File: src/rtl/signed_divider.sv
// Iterative restoring divider: signed 16-bit dividend by signed 8-bit divisor,
// start/busy/done handshake, truncating quotient, remainder follows dividend sign.
module signed_divider (
  input  logic        CLK,
  input  logic        RST,
  input  logic        start,
  input  logic [15:0] dividend,
  input  logic [7:0]  divisor,
  output logic        busy,
  output logic        done,
  output logic [15:0] quotient,
  output logic [7:0]  remainder,
  output logic        div_by_zero,
  output logic        overflow
);

  localparam logic [1:0] S_IDLE = 2'd0;
  localparam logic [1:0] S_CALC = 2'd1;
  localparam logic [1:0] S_FIX  = 2'd2;

  logic [1:0]  state_q, state_d;
  logic [3:0]  count_q, count_d;
  logic [15:0] dvd_q, dvd_d;      // dividend magnitude, shifted out as quotient shifts in
  logic [7:0]  dsr_q, dsr_d;
  logic [8:0]  prem_q, prem_d;
  logic        sign_a_q, sign_a_d;
  logic        sign_b_q, sign_b_d;
  logic        ovf_pend_q, ovf_pend_d;
  logic        dz_pend_q, dz_pend_d;
  logic        done_q, done_d;
  logic [15:0] quot_q, quot_d;
  logic [7:0]  rem_q, rem_d;
  logic        dbz_q, dbz_d;
  logic        ovf_q, ovf_d;

  logic [9:0]  shifted;
  logic [9:0]  diff;

  assign shifted = {prem_q, dvd_q[15]};
  assign diff    = shifted - {2'b00, dsr_q};

  always_comb begin
    state_d    = state_q;
    count_d    = count_q;
    dvd_d      = dvd_q;
    dsr_d      = dsr_q;
    prem_d     = prem_q;
    sign_a_d   = sign_a_q;
    sign_b_d   = sign_b_q;
    ovf_pend_d = ovf_pend_q;
    dz_pend_d  = 1'b0;
    done_d     = 1'b0;
    quot_d     = quot_q;
    rem_d      = rem_q;
    dbz_d      = dbz_q;
    ovf_d      = ovf_q;

    // Divide-by-zero result lands one edge after acceptance without leaving IDLE.
    if (dz_pend_q) begin
      quot_d = 16'hFFFF;
      rem_d  = 8'h00;
      dbz_d  = 1'b1;
      ovf_d  = 1'b0;
      done_d = 1'b1;
    end

    case (state_q)
      S_IDLE: begin
        if (start) begin
          if (divisor == 8'h00) begin
            dz_pend_d = 1'b1;
          end else begin
            dvd_d      = dividend[15] ? 16'(-dividend) : dividend;
            dsr_d      = divisor[7] ? 8'(-divisor) : divisor;
            sign_a_d   = dividend[15];
            sign_b_d   = divisor[7];
            ovf_pend_d = (dividend == 16'h8000) && (divisor == 8'hFF);
            prem_d     = 9'd0;
            count_d    = 4'd0;
            state_d    = S_CALC;
          end
        end
      end
      S_CALC: begin
        if (diff[9]) begin
          prem_d = shifted[8:0];
          dvd_d  = {dvd_q[14:0], 1'b0};
        end else begin
          prem_d = diff[8:0];
          dvd_d  = {dvd_q[14:0], 1'b1};
        end
        count_d = count_q + 4'd1;
        if (count_q == 4'd15) state_d = S_FIX;
      end
      S_FIX: begin
        quot_d  = (sign_a_q ^ sign_b_q) ? 16'(-dvd_q) : dvd_q;
        rem_d   = sign_a_q ? 8'(-prem_q[7:0]) : prem_q[7:0];
        dbz_d   = 1'b0;
        ovf_d   = ovf_pend_q;
        done_d  = 1'b1;
        state_d = S_IDLE;
      end
      default: state_d = S_IDLE;
    endcase
  end

  always_ff @(posedge CLK) begin
    if (RST) begin
      state_q    <= S_IDLE;
      count_q    <= 4'd0;
      dvd_q      <= 16'd0;
      dsr_q      <= 8'd0;
      prem_q     <= 9'd0;
      sign_a_q   <= 1'b0;
      sign_b_q   <= 1'b0;
      ovf_pend_q <= 1'b0;
      dz_pend_q  <= 1'b0;
      done_q     <= 1'b0;
      quot_q     <= 16'd0;
      rem_q      <= 8'd0;
      dbz_q      <= 1'b0;
      ovf_q      <= 1'b0;
    end else begin
      state_q    <= state_d;
      count_q    <= count_d;
      dvd_q      <= dvd_d;
      dsr_q      <= dsr_d;
      prem_q     <= prem_d;
      sign_a_q   <= sign_a_d;
      sign_b_q   <= sign_b_d;
      ovf_pend_q <= ovf_pend_d;
      dz_pend_q  <= dz_pend_d;
      done_q     <= done_d;
      quot_q     <= quot_d;
      rem_q      <= rem_d;
      dbz_q      <= dbz_d;
      ovf_q      <= ovf_d;
    end
  end

  assign busy        = (state_q != S_IDLE);
  assign done        = done_q;
  assign quotient    = quot_q;
  assign remainder   = rem_q;
  assign div_by_zero = dbz_q;
  assign overflow    = ovf_q;

endmodule

File: config.mk
export PLATFORM = sky130hd
export DESIGN_NAME = signed_divider
export DESIGN_NICKNAME = d
export VERILOG_FILES = /design/src/rtl/signed_divider.sv
export SDC_FILE = /design/constraint.sdc
export NUM_CORES = 1
export LEC_CHECK = 0
export CORE_MARGIN = 2
export CORE_UTILIZATION = 35
export CTS_CLUSTER_SIZE = 24
export DETAILED_ROUTE_END_ITERATION = 6
export GPL_TIMING_DRIVEN = 0
export PLACE_DENSITY_LB_ADDON = 0.1
export SLEW_MARGIN = 15
export SYNTH_ARGS = -nofsm -noshare
export SYNTH_HDL_FRONTEND = slang
export SYNTH_SLANG_ARGS = --single-unit
File: constraint.sdc
create_clock -name CLK -period 6.88 [get_ports CLK]
set_input_delay 1.376 -clock CLK [delete_from_list [all_inputs] [get_ports CLK]]
set_output_delay 1.376 -clock CLK [all_outputs]
set_load 0.05 [all_outputs]
==> results.txt, run 1 <==
Status -> finished clean
Net Sw Frac -> 32.3%
Arr. time, crit path -> 3.86 ns
Multi-input gate area -> 2440 sq um
Adder-Cell Fraction of Synth Area -> 4.83%
Combinational power share -> 27.8%
Critical Path RT -> 7.14 ns
Area grow syn2layout -> 25.3%
Final WL -> 11.5 mm
Die H -> 111 microns
Final instance area -> 5060 sq um
Max Slew Vio Count -> 0
First-pass GRT wire length -> 19.1 mm
Placement Setup Slack -> 2.98 ns
Drt first pass iters -> 4
R2R Path End -> prem_q[1]$_SDFFE_PP0P_
Gr busiest metal -> met2
Clock Skew -> 0.00504 ns
Slew @ Worst Pin -> 0.728 ns
#FFs+latches synth -> 70
EDFF count, synth -> 0
Core Footprint -> 11300 sq um
Worst Setup End Kind -> flip-flop
Drc violations -> 0
DRT iter0 DRCs -> 188
Final setup viols -> 0
Initial core utilization -> 35.7%
Top cell type by total area after synthesis -> dfxtp_1
Final WS setup -> 3.28 ns
Post-synth cell types -> 54
Hold Buf Count CTS -> 0
Warnings from Yosys -> 0
Static Leakage -> 1.84 nW
Clock Latency Late Sink -> 0.33 ns
Final period utilization -> 52.3%
Via count -> 3857
Met1 usage -> 27.4%
Worst setup path endpoint -> prem_q[8]$_SDFFE_PP0P_
Post-cts resize count -> 0
Post-synthesis xor/xnor area fraction -> 9.32%
Clock transition at path regs -> 0.05 ns
I/O Pins -> 55
GPL Wtd Cong -> 0.878
Initial antenna violation count -> 0
Relative slew slack -> 51.5%
CP Max Fanout -> 8
Post-synthesis compound-gate area fraction -> 22.6%
Max cap viols -> 0
Die Wd -> 111 microns
Number of nets with antenna violations after routing -> 0
TritonCTS clock tree -> yes
Die area -> 12400 sq um
R2r startpoint -> prem_q[0]$_SDFFE_PP0P_
CTS root buf -> clkbuf_16
Rows -> 39
Psw -> 0.421 mW
Met3 Use GR -> 2.12%
Synthesized area per cell -> 7.91 sq um
Worst R2R Path Depth -> 8
Minimum clock period -> 3.60 ns
Syn_nets -> 553
H-tree depth -> 3
Largest family of logic cells by synthesized area -> simple AND/OR/NAND/NOR gates
FF/Latch Area -> 1400 sq um
Cell Area, Placed -> 4760 sq um
Int Pwr -> 0.882 mW
Pwr Density -> 257 nW/um^2
GRT Total Usage -> 18.9%
Register area share after synthesis -> 34.7%
Grt ovf -> 0
CTS Buffer Depth -> 2
Crit Path Class -> input port to flip-flop
Num CTS Buffers -> 9
Clk pwr share -> 36.2%
DP HPWL -> 8.93 mm
Fmax achieved -> 278 MHz
Post-Place Cells -> 708
Gate Count Post-Synth -> 511
Post-synthesis mux area share -> 0.495%
Top cell type's share of synthesized area -> 34.7%
Crit start category -> input port
Sequential group share of total power -> 36.0%
Most used DFF post-synth -> dfxtp_1
Synth Area in Simple Gates -> 23.0%
RSZ-0062 raised after global routing -> false
Fin util -> 44.7%
Wirelength per Cell -> 15.9 microns
Antenna Diode Count -> 0
# clock sinks -> 70
Post-synth ARST share -> 0%
Number of global-route vias before repair -> 3737
Critical path origin -> divisor[2]
Worst Hold Class -> flip-flop to flip-flop
Cell Area, Synth -> 4040 sq um
Reg2Reg Setup Slack -> 4.34 ns
Fin cells -> 724
Buffer count from post-CTS setup fixing -> 0
Largest net degree at the start of global routing -> 12
Share of cells above drive strength 1 -> 5.16%
Final Hold Viols -> 0
Fin nets -> 618
Number of vias per cell -> 5.33
Max IR drop VDD -> 0.121 mV
Met2 usage -> 29.1%
Fill cell count -> 1181
IO Port Bufs -> 54
Ranking of synthesized cells by area -> dfxtp_1, xnor2_1, nand2_1
Setup total negative slack -> 0 ns
## power groups by stage
stage	Sequential, mW	Combinational, mW	Clock, mW
2_1_floorplan	0.464	0.270	0
3_3_place_gp	0.476	0.354	0
3_5_place_dp	0.477	0.359	0
4_1_cts	0.468	0.362	0.481
5_1_grt	0.474	0.409	0.494
6_report	0.469	0.363	0.472
## worst max-delay path, cell delays in order
cell             delay [ns]
clkdlybuf4s50_1        0.49
nor3_1                 0.41
a41oi_1                0.42
or2_2                  0.41
nor2_1                 0.47
a32oi_1                0.14
nand3_1                0.13
## stage by stage
stage               hold WS [ns]  power (mW)
floorplan                  0.432       0.734
global placement           0.454       0.830
detailed placement         0.479       0.836
CTS                        0.491        1.31
global route               0.514        1.38
finish                     0.492        1.30
## placed cells by master (no fill, tap or decap), drive strengths merged, types with 5 or more instances in the layout
master          n
nand2          55
xor2           12
ha             14
nand2b          5
nor3           31
o21ai          23
and3            6
clkdlybuf4s50  54
a21oi          36
nand4           8
nand3          11
nor2           49
dfxtp          70
a311oi          5
a211oi         24
a31oi           6
xnor2          31
o211ai          9
a21o            7
clkbuf         37
o31ai           8
inv            22
or3             8
buf             6
## worst min path at each step
stage,startpoint,end,slack [ns],cells past startpoint
global placement,dsr_q[0]$_SDFFE_PP0P_,dsr_q[0]$_SDFFE_PP0P_,0.45,2
floorplan,ovf_pend_q$_SDFFE_PP0P_,ovf_pend_q$_SDFFE_PP0P_,0.43,2
detailed placement,dsr_q[0]$_SDFFE_PP0P_,dsr_q[0]$_SDFFE_PP0P_,0.48,2
CTS,dsr_q[0]$_SDFFE_PP0P_,dsr_q[0]$_SDFFE_PP0P_,0.49,2
global route,dsr_q[2]$_SDFFE_PP0P_,dsr_q[2]$_SDFFE_PP0P_,0.51,2
finish,dsr_q[2]$_SDFFE_PP0P_,dsr_q[2]$_SDFFE_PP0P_,0.49,2
## layer usage
metal,vias to the layer above,share of wire [%]
met4,0,0.40
met2,91,44
met1,1798,50
met5,-,0
li1,1964,-
met3,4,5.8
## synthesized netlist by cell type, drive strengths merged (9+ instances only)
cell and instances:
xor2 12, inv 22, o211ai 9, xnor2 31, o21ai 23, a211oi 24, clkbuf 24, nand2 55
ha 14, nor2 49, nor3 31, nand3 11, dfxtp 70, a21oi 36
## kinds of logic after synthesis
| logic type | count (synthesis) |
|---|---|
| adder cells (fa/ha/maj) | 15 |
| AO/OA/AOI/OAI | 136 |
| XOR/XNOR | 43 |
| buffers and inverters | 53 |
| flip-flops | 70 |
| multiplexers | 2 |
| AND/OR/NAND/NOR | 192 |
## cell type report
cell class	instances	share of cell area [%]
Buffer	30	2.32
Clock buffer	13	5.14
Clock inverter	3	0.840
Inverter	23	1.70
Multi-Input combinational cell	388	48.1
Sequential cell	70	27.7
Tap cell	143	3.53
Timing Repair Buffer	54	10.7
## state kept, by name, indices dropped and copies added, names as in the netlist
name         cells
quotient        16
state_q          2
count_q          4
done             1
dvd_q           16
div_by_zero      1
overflow         1
remainder        8
sign_b_q         1
sign_a_q         1
dsr_q            8
dz_pend_q        1
ovf_pend_q       1
prem_q           9
(Power assumes the default switching activity.)
==> run 2: changes to the inputs <==
- clock period: 6.88 -> 3.8 ns (I/O delays scaled with it)
==> results of run 2 <==
The final DEF is identical to that of run 1. Status: finished clean.
Among the figures that moved: setup slack after placement 2.98 ns -> 0.520 ns; setup slack after layout 3.28 ns -> 0.817 ns; register-to-register setup slack 4.34 ns -> 1.26 ns; total power 1.30 mW -> 2.36 mW; worst IR drop on VDD 0.121 mV -> 0.219 mV
==> run 3: changes to the inputs <==
- clock period: 3.8 -> 2.5 ns (I/O delays scaled with it)
==> results.txt, run 3 (same netlist as run 1, synthesis figures left out) <==
Status -> finished clean (unchanged)
Total power -> 3.63 mW (was 2.36 mW)
Final period utilization -> 95.4%
GPL Wtd Cong -> 0.878 (unchanged)
CTS root buf -> clkbuf_16 (unchanged)
Final instance area -> 5120 sq um (was 5060 sq um)
Wirelength per Cell -> 16.1 microns (was 15.9 microns)
Final WS setup -> 0.115 ns (was 0.817 ns)
Max IR drop VDD -> 0.337 mV (was 0.219 mV)
Drc violations -> 0 (unchanged)
Crit Path Class -> input port to flip-flop (unchanged)
GRT Total Usage -> 18.9% (about the same)
Final setup viols -> 0 (unchanged)
Via count -> 3881 (was 3857)
Largest net degree at the start of global routing -> 12 (unchanged)
Post-Place Cells -> 708 (unchanged)
H-tree depth -> 3 (unchanged)
Commonest non-fill, non-tap cells in the layout -> dfxtp_1, nand2_1, clkdlybuf4s50_1 (unchanged)
Pwr Density -> 709 nW/um^2 (was 466 nW/um^2)
Arr. time, crit path -> 2.63 ns (was 3.25 ns)
Relative slew slack -> 51.8% (was 51.5%)
Worst Hold Class -> flip-flop to flip-flop (unchanged)
Clock Skew -> 0.00504 ns (about the same)
Critical path cell sequence -> clkdlybuf4s50_1 > or3_1 > or4_4 > o31ai_2 > xnor2_1 > nand2_1 > a211oi_1 (was clkdlybuf4s50_1 > nor3_1 > a41oi_1 > or2_2 > nor2_1 > a32oi_1 > nand3_1)
Hold Buf Count CTS -> 0 (unchanged)
Drt first pass iters -> 4 (unchanged)
Max incr delay on CP -> 0.49 ns (about the same)
Grt ovf -> 0 (unchanged)
Initial core utilization -> 35.7% (unchanged)
Number of global-route vias before repair -> 3746 (was 3737)
Die H -> 111 microns (unchanged)
# clock sinks -> 70 (unchanged)
Fmax achieved -> 419 MHz
DP HPWL -> 8.93 mm (unchanged)
Fin nets -> 618 (unchanged)
Clock Latency Late Sink -> 0.33 ns (about the same)
Die Wd -> 111 microns (unchanged)
Static Leakage -> 1.86 nW (was 1.84 nW)
Placement Setup Slack -> -0.520 ns (was 0.520 ns)
Fill cell count -> 1176 (was 1181)
Core Footprint -> 11300 sq um (unchanged)
Max cap viols -> 0 (unchanged)
Critical Path RT -> 2.74 ns (was 4.06 ns)
Worst Setup End Kind -> flip-flop (unchanged)
TritonCTS clock tree -> yes (unchanged)
Antenna Diode Count -> 0 (unchanged)
Initial antenna violation count -> 0 (unchanged)
CP Max Fanout -> 5 (was 8)
Number of vias per cell -> 5.36 (was 5.33)
Crit path buf inv count -> 1 (unchanged)
CP top delay family -> simple AND/OR/NAND/NOR gates (unchanged)
Area grow syn2layout -> 26.7% (was 25.3%)
Max Slew Vio Count -> 0 (unchanged)
CP max-delay cell -> clkdlybuf4s50_1 (unchanged)
Number of nets with antenna violations after routing -> 0 (unchanged)
Share of cells above drive strength 1 -> 7.57% (was 5.16%)
Rows -> 39 (unchanged)
Most common cell after layout, fill and taps aside -> dfxtp_1 (unchanged)
Crit start category -> input port (unchanged)
DRT iter0 DRCs -> 152 (was 188)
I/O Pins -> 55 (unchanged)
Final WL -> 11.6 mm (was 11.5 mm)
Final Hold Viols -> 0 (unchanged)
First-pass GRT wire length -> 19.1 mm (about the same)
Buffer count from post-CTS setup fixing -> 0 (unchanged)
Cell Area, Placed -> 4760 sq um (unchanged)
CTS Buffer Depth -> 2 (unchanged)
Slew @ Worst Pin -> 0.723 ns (was 0.728 ns)
IO Port Bufs -> 54 (unchanged)
Die area -> 12400 sq um (unchanged)
Minimum clock period -> 2.38 ns
Num CTS Buffers -> 9 (unchanged)
Clock transition at path regs -> 0.06 ns (was 0.05 ns)
Fin cells -> 724 (unchanged)
[run 3: worst reg2reg max path: stages (launching register included)]
cell,delay [ns]
dfxtp_1,0.48
ha_1,0.35
a21oi_1,0.24
o21ai_0,0.13
or3_4,0.40
and2_0,0.16
buf_2,0.15
a311o_1,0.34
[run 3: final timing paths]
check / from / endpoint / slack [ns] / cells after the start
hold reg to reg: dsr_q[2]$_SDFFE_PP0P_ / dsr_q[2]$_SDFFE_PP0P_ / 0.49 / 2
setup / recovery: dividend[0] / dvd_q[13]$_SDFFE_PP0P_ / 0.12 / 7
hold / removal: dsr_q[2]$_SDFFE_PP0P_ / dsr_q[2]$_SDFFE_PP0P_ / 0.49 / 2
setup reg to reg: prem_q[5]$_SDFFE_PP0P_ / prem_q[1]$_SDFFE_PP0P_ / 0.13 / 7
[run 3: stage by stage]
| step | hold slack, ns | util (%) | TNS [ns] |
|---|---|---|---|
| after floorplan | 0.432 | - | 0 |
| after global placement | 0.454 | 42.1 | -12.88 |
| after detailed placement | 0.479 | 42.1 | -13.41 |
| after global routing | 0.514 | 45.2 | -0.0124 |
| after CTS | 0.491 | 44.9 | 0 |
| final | 0.490 | 45.2 | 0 |
[run 3: layout make-up]
type | count | area [sq um] | area share (%)
multi-input combinational | 388 | 2490 | 48.6
sequential | 70 | 1400 | 27.4
timing repair buffer | 54 | 541 | 10.6
clock buffer | 13 | 260 | 5.08
tap | 143 | 179 | 3.49
buffer | 30 | 123 | 2.39
inverter | 23 | 86.3 | 1.69
clock inverter | 3 | 42.5 | 0.830
[run 3: timing repair]
item,4_1_cts,5_1_grt
setup endpoints to repair,21,30
gates resized for setup,4,17
pin swaps,0,0
[run 3: routing by layer]
metal	global-route usage, %	vias to the layer above	share of wire, %
met5	0	-	0
met4	6.34	0	0.95
met3	2.12	8	5.8
met2	29.1	99	44
met1	27.6	1817	50
li1	-	1957	-
[run 3: power by group]
part | total (mW) | leakage (nW) | switching, mW | internal [mW]
sequential | 1.29 | 0.571 | 0.105 | 1.19
combinational | 1.04 | 1.14 | 0.595 | 0.444
clock | 1.30 | 0.146 | 0.473 | 0.826
total | 3.63 | 1.86 | 1.17 | 2.46
